**config.mk**
```make
export PLATFORM = sky130hd
export DESIGN_NAME = baud_rate_en
export DESIGN_NICKNAME = d
export VERILOG_FILES = /design/src/rtl/baud_rate_pkg.sv /design/src/rtl/baud_tick_gen.sv /design/src/rtl/baud_rate_en.sv
export SDC_FILE = /design/constraint.sdc
export NUM_CORES = 1
export LEC_CHECK = 0
export CAP_MARGIN = 20
export CORE_MARGIN = 5
export CORE_UTILIZATION = 45
export CTS_CLUSTER_DIAMETER = 60
export CTS_CLUSTER_SIZE = 24
export DETAILED_ROUTE_END_ITERATION = 8
export GPL_ROUTABILITY_DRIVEN = 0
export HOLD_SLACK_MARGIN = 0.02
export PLACE_DENSITY = 0.68
export SLEW_MARGIN = 10
export SYNTH_ARGS = -nofsm -noshare
export SYNTH_HDL_FRONTEND = slang
export SYNTH_SLANG_ARGS = --single-unit
```
**constraint.sdc**
```tcl
create_clock -name clk -period 3.29 [get_ports clk]
set_clock_uncertainty 0.15 [all_clocks]
set_input_delay 0.987 -clock clk [delete_from_list [all_inputs] [get_ports clk]]
set_output_delay 0.987 -clock clk [all_outputs]
set_load 0.01 [all_outputs]
```
**src/rtl/baud_rate_pkg.sv**
```systemverilog
// baud_rate_pkg: shared helpers for the baud-rate enable generator.
//   OVERSAMPLE_DEFAULT : default receive oversampling factor
//   clog2()            : bits needed to hold values 0..v-1 (minimum 1)
//   div_round()        : integer divide rounded to nearest, ties rounding up
package baud_rate_pkg;

  localparam int unsigned OVERSAMPLE_DEFAULT = 16;

  function automatic int unsigned clog2(input longint unsigned v);
    int unsigned     w;
    longint unsigned x;
    w = 0;
    x = 1;
    while (x < v) begin
      x = x << 1;
      w++;
    end
    return (w == 0) ? 1 : w;
  endfunction

  // round(num/den) with ties up == floor((2*num + den) / (2*den))
  function automatic longint unsigned div_round(input longint unsigned num,
                                                input longint unsigned den);
    if (den == 0) return 0;
    return (2 * num + den) / (2 * den);
  endfunction

endpackage

```
**src/rtl/baud_tick_gen.sv**
```systemverilog
// baud_tick_gen: single free-running enable-pulse generator.
//   Macro BAUD_FRAC_ACC_EN selects a phase accumulator (params STEP, FREQUENCY);
//   otherwise an integer divider (param DIV) is built.
// Ports:
//   i_clk  : system clock, rising edge
//   i_rst  : synchronous active-high reset
//   o_tick : registered one-cycle enable pulse
module baud_tick_gen
  import baud_rate_pkg::*;
#(
`ifdef BAUD_FRAC_ACC_EN
  parameter int unsigned STEP      = 1,
  parameter int unsigned FREQUENCY = 2
`else
  parameter int unsigned DIV       = 2
`endif
) (
  input  logic i_clk,
  input  logic i_rst,
  output logic o_tick
);

  logic r_tick;

`ifdef BAUD_FRAC_ACC_EN
  // Accumulator stays below FREQUENCY, so acc+STEP never exceeds FREQUENCY+STEP.
  localparam int unsigned AW = clog2(64'(FREQUENCY) + 64'(STEP) + 64'd1);
  localparam logic [AW-1:0] A_STEP = AW'(STEP);
  localparam logic [AW-1:0] A_FREQ = AW'(FREQUENCY);

  logic [AW-1:0] r_acc;
  logic [AW-1:0] w_sum;

  always_comb begin
    w_sum = r_acc + A_STEP;
  end

  always_ff @(posedge i_clk) begin
    if (i_rst) begin
      r_acc  <= '0;
      r_tick <= 1'b0;
    end else if (w_sum >= A_FREQ) begin
      r_acc  <= w_sum - A_FREQ;
      r_tick <= 1'b1;
    end else begin
      r_acc  <= w_sum;
      r_tick <= 1'b0;
    end
  end
`else
  localparam int unsigned     CW   = clog2(64'(DIV));
  localparam logic [CW-1:0]   LAST = CW'(DIV - 1);

  logic [CW-1:0] r_cnt;

  always_ff @(posedge i_clk) begin
    if (i_rst) begin
      r_cnt  <= '0;
      r_tick <= 1'b0;
    end else if (r_cnt == LAST) begin
      r_cnt  <= '0;
      r_tick <= 1'b1;
    end else begin
      r_cnt  <= r_cnt + CW'(1);
      r_tick <= 1'b0;
    end
  end
`endif

  assign o_tick = r_tick;

endmodule

```
**src/rtl/baud_rate_en.sv**
```systemverilog
// baud_rate_en: transmit bit-rate and receive oversample enable generator.
//   Macro BAUD_FRAC_ACC_EN: when defined, both generators are exact-average
//   phase accumulators; otherwise rounded integer dividers.
// Ports:
//   clk      : system clock, rising edge
//   rst      : synchronous active-high reset
//   tx_bd_en : one-cycle pulse at BAUD_RATE
//   rx_bd_en : one-cycle pulse at BAUD_RATE*OVERSAMPLE
module baud_rate_en
  import baud_rate_pkg::*;
#(
  parameter int unsigned BAUD_RATE  = 115200,
  parameter int unsigned FREQUENCY  = 100000000,
  parameter int unsigned OVERSAMPLE = OVERSAMPLE_DEFAULT
) (
  input  logic clk,
  input  logic rst,
  output logic tx_bd_en,
  output logic rx_bd_en
);

  localparam longint unsigned DIV_RX =
    div_round(64'(FREQUENCY), 64'(BAUD_RATE) * 64'(OVERSAMPLE));

  if (BAUD_RATE == 0 || FREQUENCY == 0 || OVERSAMPLE == 0) begin : g_bad_param
    $error("baud_rate_en: BAUD_RATE, FREQUENCY and OVERSAMPLE must be non-zero");
  end else if (DIV_RX < 2) begin : g_bad_div
    $error("baud_rate_en: receive divisor below 2 (FREQUENCY too low for BAUD_RATE*OVERSAMPLE)");
  end

`ifdef BAUD_FRAC_ACC_EN
  localparam longint unsigned STEP_TX = 64'(BAUD_RATE);
  localparam longint unsigned STEP_RX = 64'(BAUD_RATE) * 64'(OVERSAMPLE);

  baud_tick_gen #(.STEP(32'(STEP_TX)), .FREQUENCY(FREQUENCY)) u_tx_gen (
    .i_clk  (clk),
    .i_rst  (rst),
    .o_tick (tx_bd_en)
  );

  baud_tick_gen #(.STEP(32'(STEP_RX)), .FREQUENCY(FREQUENCY)) u_rx_gen (
    .i_clk  (clk),
    .i_rst  (rst),
    .o_tick (rx_bd_en)
  );
`else
  localparam longint unsigned DIV_TX = div_round(64'(FREQUENCY), 64'(BAUD_RATE));

  baud_tick_gen #(.DIV(32'(DIV_TX))) u_tx_gen (
    .i_clk  (clk),
    .i_rst  (rst),
    .o_tick (tx_bd_en)
  );

  baud_tick_gen #(.DIV(32'(DIV_RX))) u_rx_gen (
    .i_clk  (clk),
    .i_rst  (rst),
    .o_tick (rx_bd_en)
  );
`endif

endmodule

```
==> metrics.cfg, run 1 <==
[clock_network]
htreeDepth = 1
clk-insertion-delay-late_ns = 0.29
cts_root_buffer = clkbuf_4
cts.sink_count = 18
cts_setup_buffers = 0
hold_buffers = 0
cts_resized = 0
path_clk_slew_ns = 0.10
clockBufferDepth = 2
cts_buffers = 3
cts_tree = built

[placement]
dp_cells = 102
port_buffers = 3
post_dp_cell_area_sq_um = 828
dpl.hpwl_microns = 955

[yosys]
netlist_instances = 82
yosysWarnings = 0
syn_area_per_cell_sq_um = 9.48
synthDistinctLibCells = 27
async_reset_ff_frac = 0
ys_seq_elements = 18
ys.flop_type = dfxtp_1
mappedNetlistArea_sq_um = 777
yosysTopAreaCell = dfxtp_1
synth.top_cells.by_area = dfxtp_1 46%, nor2_1 7.2%, xor2_1 6.8%
synth.top_cell.area_share = 0.464
syn_nets = 88
ys_seq_area_frac = 0.464
synthTopCellsByCount = 18 x dfxtp_1, 15 x nor2_1, 8 x nand3_1
post-synth-top-count-cell = dfxtp_1
synth_edf_count = 0

[routing]
drc = 0
ant_nets = 0
wl_per_cell_microns = 11.7
first_pass_iters = 4
via_per_inst = 5.39
routed_wl_microns = 1240
drt_iter0_markers = 7
vias = 571

[sta]
slew_violations = 0
setup_tns_ns = 0
final-setup-viol-count = 0
relSlewSlack = 0.738
fin_crit_ns = 2.27
clock.fmax_mhz = 440
hold_viol = 0
period_share = 0.690
rsz0062_at_grt = false
worst_slew_pin_slew_ns = 0.389

[critical_path]
slowest_delay_ns = 0.53
path_cells = clkdlybuf4s50_1
cp-end-kind = output port
required_ns = 2.15
crit_buf_inv = 1
cp_slowest_cell = clkdlybuf4s50_1
path_class = reg2out
crit_family = buffers and inverters
startpoint_type = flip-flop
crit_fanout = 1
arrival_ns = 1.13

[global_route]
grt_max_degree = 11
grt.total_usage = 0.111
grt_overflow = 0
grt_pass1_wl_microns = 2170
antenna_found_initial = 0
grt_pass1_vias = 545

[floorplanning]
core_area_sq_um = 1690
ios = 4
die_y_microns = 51.6
initial_core_util = 0.460
rows = 15
die_x_microns = 51.6
dieArea_sq_um = 2660

[finish]
finalInstanceArea_sq_um = 865
antenna_cells = 0
n_fill_cell = 168
layout.cells.non_filler = 106
area_delta_synth_final_pct = 11.3
nNetsFinal = 96
drive_gt1_frac = 0.112

[flow_run]
cap_violations = 0

[pwr]
power_density_nw_per_um2 = 457
ir_drop_v = 0.000213
power.leakage_nw = 0.325

[outcome]
status = complete, no violations

[min_path]
hp-class = reg2reg

==> routing by layer <==
layer	GRT usage	up-vias	share of wire	routed length, microns
li1	-	296	-	-
met1	0.130	265	0.49	605
met2	0.169	6	0.45	562
met3	0.0287	4	0.037	46
met4	0.0873	0	0.022	27
met5	0	-	0	0
==> through the flow <==
step	hold WS, ns	util	setup WS (ns)	total power, mW
2_1_floorplan	0.279	-	1.80	0.258
3_3_place_gp	0.307	0.490	1.08	0.265
3_5_place_dp	0.310	0.490	1.06	0.266
4_1_cts	0.334	0.512	1.00	0.402
5_1_grt	0.348	0.512	0.970	0.416
6_report	0.333	0.512	1.02	0.395
==> cells in the final DEF (no fill, tap or decap), types with 2 or more instances in the layout <==
cell / count
a21oi_1: 2
nand4_1: 2
nand2b_1: 2
xor2_1: 6
clkdlybuf4s50_1: 3
ha_1: 4
clkbuf_4: 3
inv_1: 3
nor2_1: 15
dfxtp_1: 18
nand2_1: 3
nand3_1: 8
xnor2_1: 3
==> state kept, by name (all words and copies together) (netlist names) <==
| register | cells |
|---|---|
| u_tx_gen.r_cnt | 10 |
| u_rx_gen.r_cnt | 6 |
| u_rx_gen.o_tick | 1 |
| u_tx_gen.o_tick | 1 |
==> final timing paths <==
| check | start | end | slack [ns] | cells after the start |
|---|---|---|---|---|
| max | u_rx_gen.o_tick | rx_bd_en | 1.02 | 1 |
| min | u_rx_gen.r_cnt[0] | u_rx_gen.r_cnt[0] | 0.33 | 1 |
| max reg2reg | u_tx_gen.r_cnt[4] | u_tx_gen.r_cnt[2] | 1.76 | 4 |
| min reg2reg | u_rx_gen.r_cnt[0] | u_rx_gen.r_cnt[0] | 0.33 | 1 |
==> report_power, final <==
| group | internal [mW] | switching [mW] |
|---|---|---|
| registers | 0.226 | 0.00901 |
| clock network | 0.0674 | 0.0668 |
| logic | 0.0130 | 0.0126 |
==> cell type report <==
type,instances,area (sq um),area share
multi-input combinational,61,405,0.469
sequential,18,360,0.417
clock buffer,4,36.3,0.0420
timing repair buffer,3,30.0,0.0347
tap,17,21.3,0.0246
inverter,3,11.3,0.0130
==> cells by family after synthesis <==
| logic type | after synthesis | share of synthesized area |
|---|---|---|
| and+or+nand+nor | 40 | 0.271 |
| DFF | 18 | 0.464 |
| xor gates and xnor gates | 9 | 0.101 |
| AOI/OAI and AO/OA | 8 | 0.0854 |
| adders and majority gates | 4 | 0.0644 |
| buffers and inverters | 3 | 0.0145 |
Note: power is estimated with default switching activity, not from simulation.
==> run 2: changes to the inputs <==
==> constraint.sdc (replaced) <==
create_clock -name clk -period 2.3 [get_ports clk]
set_clock_uncertainty 0.15 [all_clocks]
set_input_delay 0.69 -clock clk [delete_from_list [all_inputs] [get_ports clk]]
set_output_delay 0.69 -clock clk [all_outputs]
set_load 0.01 [all_outputs]
==> run 2 against run 1 <==
  * Worst setup slack worse by 0.69 ns
  * Total power up 43%
  * Largest cell class unchanged
  * Sequential power up 43%
  * Critical path type unchanged
  * First-iteration DRC count down 14%
  * Global-route usage down 0.71 points
  * Largest power group unchanged
  * Register-to-register slack worse by 0.99 ns
  * Critical path depth unchanged
  * Die area unchanged
==> metrics.cfg, run 2 (synthesis gave the netlist of run 1 again) <==
[routing]
ant_nets = 0  ; unchanged
drc = 0  ; unchanged
vias = 561  ; was 571
first_pass_iters = 4  ; unchanged
drt_iter0_markers = 6  ; was 7
routed_wl_microns = 1220  ; was 1240 microns
wl_per_cell_microns = 11.5  ; was 11.7 microns
via_per_inst = 5.29  ; was 5.39

[clock_network]
cts.sink_count = 18  ; unchanged
cts_buffers = 3  ; unchanged
path_clk_slew_ns = 0.10  ; about the same
cts_resized = 0  ; unchanged
htreeDepth = 1  ; unchanged
clk-insertion-delay-late_ns = 0.28  ; was 0.29 ns
cts_root_buffer = clkbuf_4  ; unchanged
hold_buffers = 0  ; unchanged
cts_setup_buffers = 0  ; unchanged
cts_tree = built  ; unchanged
clockBufferDepth = 2  ; unchanged

[floorplanning]
rows = 15  ; unchanged
die_x_microns = 51.6  ; unchanged
initial_core_util = 0.460  ; unchanged
dieArea_sq_um = 2660  ; unchanged
die_y_microns = 51.6  ; unchanged
ios = 4  ; unchanged
core_area_sq_um = 1690  ; unchanged

[sta]
setup_tns_ns = 0  ; unchanged
worst_slew_pin_slew_ns = 0.398  ; was 0.389 ns
relSlewSlack = 0.733  ; was 0.738
period_share = 0.855
clock.fmax_mhz = 509
slew_violations = 0  ; unchanged
fin_crit_ns = 1.97
final-setup-viol-count = 0  ; unchanged
hold_viol = 0  ; unchanged
rsz0062_at_grt = false  ; unchanged

[global_route]
antenna_found_initial = 0  ; unchanged
grt_overflow = 0  ; unchanged
grt_pass1_vias = 521  ; was 545
grt.total_usage = 0.104  ; was 0.111
grt_max_degree = 11  ; unchanged
grt_pass1_wl_microns = 2060  ; was 2170 microns

[finish]
finalInstanceArea_sq_um = 865  ; unchanged
largestRegisters = u_tx_gen.r_cnt x10, u_rx_gen.r_cnt x6  ; unchanged
final_common_cell = dfxtp_1  ; unchanged
n_fill_cell = 161  ; was 168
antenna_cells = 0  ; unchanged
drive_gt1_frac = 0.112  ; unchanged
nNetsFinal = 96  ; unchanged
top_register = u_tx_gen.r_cnt  ; unchanged
largest_register_ffs = 10  ; unchanged
area_delta_synth_final_pct = 11.3  ; unchanged
mostFrequentLayoutCells = 18 x dfxtp_1, 15 x nor2_1, 8 x nand3_1, 6 x xor2_1, 4 x ha_1  ; unchanged

[critical_path]
cp-end-kind = output port  ; unchanged
crit_fanout = 1  ; unchanged
reg2reg_slack_ns = 0.77  ; was 1.76 ns
r2r_start = u_tx_gen.r_cnt[4]  ; unchanged
crit_buf_inv = 1  ; unchanged
r2r_cells = 4  ; unchanged
cp_slowest_cell = clkdlybuf4s50_1  ; unchanged
required_ns = 1.46  ; was 2.15 ns
arrival_ns = 1.13  ; about the same
regToRegEndpoint = u_tx_gen.r_cnt[2]  ; unchanged
path_class = reg2out  ; unchanged
path_cells = clkdlybuf4s50_1  ; unchanged
slowest_delay_ns = 0.52  ; was 0.53 ns
startpoint_type = flip-flop  ; unchanged
crit_family = buffers and inverters  ; unchanged

[pwr]
p_comb_frac = 0.065  ; about the same
power.leakage_nw = 0.325  ; unchanged
p_sw_frac = 0.221  ; was 0.224
p_int_uw = 439  ; was 307 uW
p_seq_frac = 0.598  ; was 0.596
power_density_nw_per_um2 = 651  ; was 457 nW/um^2
clock_power_share = 0.338  ; was 0.339
ir_drop_v = 0.000305  ; was 0.000213 V
switching_power_uw = 125  ; was 88.3 uW

[placement]
dpl.hpwl_microns = 937  ; was 955 microns
port_buffers = 3  ; unchanged
post_dp_cell_area_sq_um = 828  ; unchanged

[flow_run]
cap_violations = 0  ; unchanged

[min_path]
hp-start = u_rx_gen.r_cnt[0]  ; unchanged
hold_depth = 1  ; unchanged
min_to = u_rx_gen.r_cnt[0]  ; unchanged
hp-class = reg2reg  ; unchanged

[outcome]
status = complete, no violations  ; unchanged

==> run 2: cell counts in the layout (fill, tap and decap cells not counted) <==
No cell type changed its count.
==> run 2: worst max path at each step <==
stage                       from  depth (start not counted)                 to  slack [ns]
3_5_place_dp                 rst                          3  u_rx_gen.r_cnt[4]        0.37
5_1_grt          u_tx_gen.o_tick                          1           tx_bd_en        0.28
6_report         u_rx_gen.o_tick                          1           rx_bd_en        0.33
3_3_place_gp                 rst                          3  u_rx_gen.r_cnt[5]        0.39
2_1_floorplan  u_tx_gen.r_cnt[0]                          4  u_tx_gen.r_cnt[6]        0.90
4_1_cts          u_rx_gen.o_tick                          1           rx_bd_en        0.33
==> run 2: routing by layer <==
metal  wire length [microns]  GRT usage  vias up
li1                        -          -      294
met1                     596      0.121      259
met2                     559      0.172        6
met3                      50     0.0372        2
met4                      12     0.0393        0
met5                       0          0        -
==> run 2: power groups by stage <==
stage,clock (mW),combinational (mW),sequential [mW]
detailed placement,0,0.0368,0.344
finish,0.190,0.0364,0.337
floorplan,0,0.0284,0.341
CTS,0.198,0.0373,0.337
global placement,0,0.0352,0.343
global route,0.212,0.0416,0.340
==> run 2: stage by stage <==
| stage | hold WS (ns) | instances | worst slack, ns | total power, mW | utilization |
|---|---|---|---|---|---|
| after floorplan | 0.279 | 82 | 0.904 | 0.370 | - |
| after CTS | 0.336 | 106 | 0.325 | 0.572 | 0.512 |
| after global routing | 0.356 | 106 | 0.279 | 0.593 | 0.512 |
| final | 0.333 | 106 | 0.335 | 0.563 | 0.512 |
| after global placement | 0.307 | 102 | 0.390 | 0.379 | 0.490 |
| after detailed placement | 0.312 | 102 | 0.371 | 0.381 | 0.490 |
==> run 2: final cells by class <==
cell class / count / area, sq um / share of cell area
multi-input combinational: 61 / 405 / 0.469
tap: 17 / 21.3 / 0.0246
sequential: 18 / 360 / 0.417
timing repair buffer: 3 / 30.0 / 0.0347
inverter: 3 / 11.3 / 0.0130
clock buffer: 4 / 36.3 / 0.0420
